File: config.mk
export PLATFORM = sky130hd
export DESIGN_NAME = register_file
export DESIGN_NICKNAME = d
export VERILOG_FILES = /design/src/rtl/mips_pkg.sv /design/src/rtl/register_word.sv /design/src/rtl/register_file.sv
export SDC_FILE = /design/constraint.sdc
export NUM_CORES = 2
export LEC_CHECK = 0
export CAP_MARGIN = 20
export CORE_MARGIN = 4
export CORE_UTILIZATION = 50
export DETAILED_ROUTE_END_ITERATION = 8
export PLACE_DENSITY = 0.66
export SLEW_MARGIN = 20
export SYNTH_ARGS = -nofsm -noshare
export SYNTH_HDL_FRONTEND = slang
export SYNTH_SLANG_ARGS = --single-unit
File: constraint.sdc
create_clock -name clock -period 5.5 [get_ports clock]
set_clock_uncertainty 0.2 [all_clocks]
set_input_delay 1.65 -clock clock [delete_from_list [all_inputs] [get_ports clock]]
set_output_delay 1.65 -clock clock [all_outputs]
set_load 0.01 [all_outputs]
File: src/rtl/mips_pkg.sv
// Shared MIPS datapath constants and types for the register file slice.
package mips_pkg;

  localparam int WORD_WIDTH     = 32;
  localparam int REG_ADDR_WIDTH = 5;
  localparam int REG_COUNT      = 32;
  localparam logic [REG_ADDR_WIDTH-1:0] ZERO_REG = 5'd0;

  typedef logic [WORD_WIDTH-1:0]     word_t;
  typedef logic [REG_ADDR_WIDTH-1:0] reg_addr_t;

endpackage

File: src/rtl/register_word.sv
// One general-purpose register word: synchronous clear, enable-gated load.
module register_word #(
  parameter int DATA_WIDTH = 32
) (
  input  logic                  clock,
  input  logic                  clear,
  input  logic                  enable,
  input  logic [DATA_WIDTH-1:0] data_in,
  output logic [DATA_WIDTH-1:0] data_out
);

  logic [DATA_WIDTH-1:0] r_data;

  // Clear beats load; without enable the word holds.
  always_ff @(posedge clock) begin
    if (clear) begin
      r_data <= '0;
    end else if (enable) begin
      r_data <= data_in;
    end
  end

  assign data_out = r_data;

endmodule

File: src/rtl/register_file.sv
// MIPS register file: 2 combinational read ports, 1 synchronous write port.
// r0 is hardwired to zero and has no storage.
// Optional build macro REGFILE_BYPASS_EN adds same-cycle write-through
// forwarding onto each read port; without it, same-cycle reads see the
// old stored value.
module register_file
  import mips_pkg::*;
#(
  parameter int DATA_WIDTH = WORD_WIDTH,
  parameter int ADDR_WIDTH = REG_ADDR_WIDTH
) (
  input  logic                  clock,
  input  logic                  clear,
  input  logic [ADDR_WIDTH-1:0] read_addr_a,
  input  logic [ADDR_WIDTH-1:0] read_addr_b,
  output logic [DATA_WIDTH-1:0] read_data_a,
  output logic [DATA_WIDTH-1:0] read_data_b,
  input  logic                  write_enable,
  input  logic [ADDR_WIDTH-1:0] write_addr,
  input  logic [DATA_WIDTH-1:0] write_data
);

  localparam int NUM_REGS = 1 << ADDR_WIDTH;

  logic [NUM_REGS-1:0][DATA_WIDTH-1:0] w_regs;
  logic [NUM_REGS-1:1]                 w_enable;

  assign w_regs[0] = '0;

  // Write decoder: one-hot word enable; entry 0 never gets one.
  always_comb begin
    w_enable = '0;
    for (int i = 1; i < NUM_REGS; i++) begin
      w_enable[i] = write_enable && (write_addr == ADDR_WIDTH'(i));
    end
  end

  // Storage for r1..r(N-1); write data is broadcast, enable selects the word.
  for (genvar g = 1; g < NUM_REGS; g++) begin : g_word
    register_word #(
      .DATA_WIDTH(DATA_WIDTH)
    ) u_word (
      .clock    (clock),
      .clear    (clear),
      .enable   (w_enable[g]),
      .data_in  (write_data),
      .data_out (w_regs[g])
    );
  end

`ifdef REGFILE_BYPASS_EN
  logic w_fwd_valid;

  // A write that will really commit this edge is eligible for forwarding.
  assign w_fwd_valid = write_enable && !clear &&
                       (write_addr != ADDR_WIDTH'(ZERO_REG));

  // Read muxes with per-port write-through forwarding.
  always_comb begin
    read_data_a = w_regs[read_addr_a];
    read_data_b = w_regs[read_addr_b];
    if (w_fwd_valid && (write_addr == read_addr_a)) begin
      read_data_a = write_data;
    end
    if (w_fwd_valid && (write_addr == read_addr_b)) begin
      read_data_b = write_data;
    end
  end
`else
  // Read muxes straight from stored state.
  always_comb begin
    read_data_a = w_regs[read_addr_a];
    read_data_b = w_regs[read_addr_b];
  end
`endif

endmodule

Yosys cells after proc, flatten, opt, wreduce, memory -nomap -nowiden
Cells that the tools add are included.
{ "op_classes": {"order_cmp": 2, "n_eq_ne": 31, "mux": 4, "n_reduce_logical": 31} }
{ "op_table": {"columns": ["cell", "count"], "rows": [
  ["32-bit binary-select mux with 5-bit select", 2],
  ["5-bit == test (second input constant)", 16],
  ["32-bit two-way mux", 2],
  ["5-bit by 4-bit == test with 1-bit output (second input constant)", 8],
  ["1-bit logical AND", 31],
  ["5-bit by 3-bit == test with 1-bit output (second input constant)", 4],
  ["5-bit by 6-bit less-than comparator with 1-bit output (second input constant)", 2],
  ["5-bit by 2-bit == test with 1-bit output (second input constant)", 2],
  ["5-bit by 1-bit == test with 1-bit output (second input constant)", 1]
]} }
{ "word_totals": {"ff_bits": 992, "inputBits": 50, "output_inout_bits": 64, "elab_cells": 99} }

Logic depth before layout (Yosys ltp)
{ "depth": {"depth_word": 2, "mapped_depth": 8, "mapped_depth_nobuf": 4} }

By module
A second synthesis with hierarchy kept.
{ "hier_totals": {"cells_unflattened": 4653, "area_unflattened_um2": 52382.7} }
{ "by_module_without_submodules": {"columns": ["mod", "n_inst", "cells_per_inst", "area_per_inst_um2", "seq_area_each_um2"], "rows": [
  ["register_word", 31, 103, 1163.6, 640.6],
  ["register_file", 1, 1460, 16310.6, 0.0]
]} }

Worst setup path after synthesis
Ideal clock, no wire load.
{ "synth_timing": {"path_type": "input to output", "startpoint": "input read_addr_b[0]", "endpoint": "output read_data_b[10]", "t_arrival_ns": 3.564, "slack_ns": 0.086, "stages": 5, "path_buffers": 2, "path_cell_list": "buf_6 -> clkbuf_1 -> mux4_2 -> mux4_2 -> mux2_2"} }
{ "synth_via": {"elab_chain_len": 2} }
{ "synth_lines": {"columns": ["element", "line", "source"], "rows": [
  ["start: declaration", "register_file.sv:15", "input logic [ADDR_WIDTH-1:0] read_addr_b,"],
  ["32-bit binary-select mux with 5-bit select", "register_file.sv:73", "read_data_b = w_regs[read_addr_b];"],
  ["32-bit two-way mux (implied by the code)", "register_file.sv:73", null],
  ["end: declaration", "register_file.sv:17", "output logic [DATA_WIDTH-1:0] read_data_b,"]
]} }
No other way between the ends. The select of a mux whose other input is x is not followed.

Final worst setup path
{ "layout_timing": {"startpoint": "input read_addr_b[0]", "endpoint": "output read_data_b[11]"} }
The elaborated chain is that of the path after synthesis.

==> flow_summary.yaml <==
floorplanning:
  io_pins: 114
  die_area_um2: 105500
  rows: 115
  core_um2: 98990
  die_h_um: 324.7
  die_w_um: 324.7
  initial_core_util_pct: 50.67
routing:
  drt_wl_total_um: 216900
  vias_per_cell: 6.750
  first_iter_violations: 7661
  wl_per_cell_um: 30.59
  drc: 2
  via_count: 47850
  ant_nets: 0
  first_pass_iters: 8
layout:
  largest_reg_flops: 992
  final_util_pct: 61.35
  fillers: 7934
  areaGrowthSynthToFinish_pct: 21.08
  final_cell_mix: "nand2_1, a21oi_1, dfxtp_1, mux4_2, buf_4"
  drive_above_1_share_pct: 24.67
  layout.nets: 5754
  fin_area_um2: 60740
  layout.cells.most_common: "nand2_1"
  final_cells: 7089
logic_synthesis:
  netlist_area_um2: 50160
  synth_fp_nets: 5668
  yosys_warnings: 0
  ys_seq_elements: 992
  synth_fa_ha_area_share_pct: 0
  synth_top_family_by_area: "multiplexers"
  ys_types: 29
  netlist_instances: 5618
  synth-xor-area-share_pct: 0
  synth_compound_gate_area_share_pct: 13.81
  synth.mux.area_fraction_pct: 25.62
  synthSimpleGateAreaFrac_pct: 16.19
  synth_seq_area_share_pct: 39.59
  syn_area_per_cell_um2: 8.929
worst_setup_path:
  reg2reg_slack_ps: 4540
  critPathRequiredTime_ps: 3650
  arrival_ps: 3780
  path_class: "in2out"
  cp-start-kind: "input pin"
  path_max_fanout: 8
  rr_startpoint: "g_word[16].u_word.data_out[4]$_SDFFE_PP0P_"
  cp-end-kind: "output pin"
  reg2reg_to: "g_word[16].u_word.data_out[4]$_SDFFE_PP0P_"
  rr_worst_depth: 2
pwr:
  power_density_nw_per_um2: 275.9
  switching_power_w: 0.004221
  p_int_w: 0.01254
  switching_share_pct: 25.19
  finalPower_w: 0.01676
  pwr-share-comb_pct: 9.7
  power_leakage_nw: 20.72
  ir_drop_v: 0.0002738
  power_frac_clock_pct: 46.9
  p_seq_share_pct: 43.5
global_route:
  grt_antenna_before_repair: 13
  grt_pass1_vias: 45940
  grt_overflow: 0
  grt_pass1_wl_um: 313000
  grt_use_total_pct: 39.76
  grt_max_degree: 130
clocking:
  clk_pin_slew_worst_paths_ps: 60
  cts_buffer_depth: 3
  cts_hold_buf: 0
  htree_levels: 3
  numCtsBuffers: 106
  clk_latency_ps: 690
  cts_tree: "built"
  cts_root_buffer: "clkbuf_16"
  clock_sinks: 992
sta:
  worstMarginPinSlew_ps: 1177
  rsz0062_at_grt: "true"
  fmax_mhz: 177.7
  setup_viol_count_final: 19
  finalMaxSlewViolations: 0
  whs_ps: 265.7
  hold_viol_final: 0
  maxSlewHeadroom_pct: 21.26
  setup_slack_ps: -128.5
  min_period_over_period_pct: 102.3
  period_needed_ps: 5628
placement:
  port_buffers: 113
  place_hpwl_um: 130300
  placed_cells: 6799
  placed_area_um2: 54990
  gp_congestion: 0.9393
status:
  outcome: "finished with violations"
  violations: "DRC, setup timing"
worst_hold_path:
  hp-start: "g_word[31].u_word.data_out[28]$_SDFFE_PP0P_"
  min_path_cells: 2
  hold_class: "reg2reg"
  hold-path-endpoint: "g_word[31].u_word.data_out[28]$_SDFFE_PP0P_"
job:
  maxCapViolCount: 0
-- routing by layer --
metal / track usage [%] / vias to the layer above / wire [um]
li1: - / 19840 / -
met1: 50.58 / 23050 / 75550
met2: 57.51 / 3884 / 90010
met3: 12.93 / 1068 / 32510
met4: 27.06 / 8 / 18490
met5: 1.676 / - / 306
-- how the worst max path moves through the flow --
stage                   startpoint         endpoint  slack (ps)  cells past startpoint
global placement    read_addr_b[0]  read_data_b[19]        -510                      6
finish              read_addr_b[0]  read_data_b[11]        -130                      9
floorplan           read_addr_b[0]  read_data_b[10]          90                      5
CTS                 read_addr_a[0]  read_data_a[30]        -160                      7
detailed placement  read_addr_b[0]  read_data_b[25]        -520                      6
global route        read_addr_b[0]  read_data_b[11]        -150                      9
-- cells by family after synthesis --
kind of cell,Yosys count
muxes,672
DFF,992
AOI/OAI and AO/OA,1248
and+or+nand+nor,2105
buffers and inverters,601
-- power groups by stage --
stage                     clock, W  sequential, W  combinational (W)
after floorplan                  0        0.00742           0.000768
after global placement           0        0.00744            0.00138
after detailed placement         0        0.00744            0.00139
after CTS                  0.00781        0.00728            0.00156
after global routing       0.00813        0.00728            0.00165
final                      0.00785        0.00728            0.00162
-- Yosys cell counts --
cell type | count | area (um2)
mux2_2 | 96 | 1081
nor3_1 | 4 | 20.02
and4bb_2 | 2 | 25.02
a22o_1 | 128 | 1121
mux2i_1 | 96 | 960.9
nor2b_1 | 6 | 37.54
nand4_1 | 1 | 6.260
inv_1 | 1 | 3.750
clkbuf_1 | 427 | 1603
buf_2 | 94 | 470.5
o21ai_0 | 32 | 160.2
dfxtp_1 | 992 | 19860
nor2_1 | 14 | 52.55
buf_6 | 4 | 45.04
and2_1 | 39 | 244.0
and4b_1 | 3 | 30.03
nor4bb_1 | 1 | 10.01
o31ai_1 | 32 | 240.2
o22ai_1 | 32 | 200.2
a211oi_1 | 32 | 240.2
buf_1 | 75 | 281.5
nand2b_1 | 3 | 18.77
and2_0 | 10 | 62.56
nand4b_1 | 3 | 26.28
mux4_2 | 480 | 10810
a21oi_1 | 992 | 4965
and4_1 | 1 | 8.760
nand2_1 | 2017 | 7571
nor4b_1 | 1 | 8.760
-- timing repair --
| item | CTS | global route |
|---|---|---|
| cloned | 23 | 3 |
| gates resized for setup | 364 | 64 |
| setup endpoints to repair | 64 | 53 |
| pin swaps | 18 | 15 |
| setup buffers | 62 | 16 |
-- per-stage QoR --
step	setup WS (ps)	setup TNS (ps)
4_1_cts	-159.4	-1354
3_5_place_dp	-522.8	-23000
6_report	-128.5	-687.8
3_3_place_gp	-513.3	-21760
2_1_floorplan	85.87	0
5_1_grt	-146.7	-949.8
-- critical path, stage by stage --
cell,delay [ps]
buf_16,150
buf_6,170
buf_12,150
buf_16,130
buf_12,110
mux4_2,490
mux4_2,490
mux2_4,300
buf_6,130
-- layout make-up --
class | instances | area (um2) | share of cell area [%]
flip-flops and latches | 992 | 19860 | 32.70
inverters | 1 | 3.754 | 0.006180
repair buffers | 578 | 6900 | 11.36
diodes | 9 | 22.52 | 0.03708
clock buffers | 147 | 3109 | 5.119
multi-input cells | 4025 | 28540 | 47.00
clock inverters | 50 | 688.2 | 1.133
well taps | 1287 | 1610 | 2.651
Note: power is estimated with default switching activity, not from simulation.
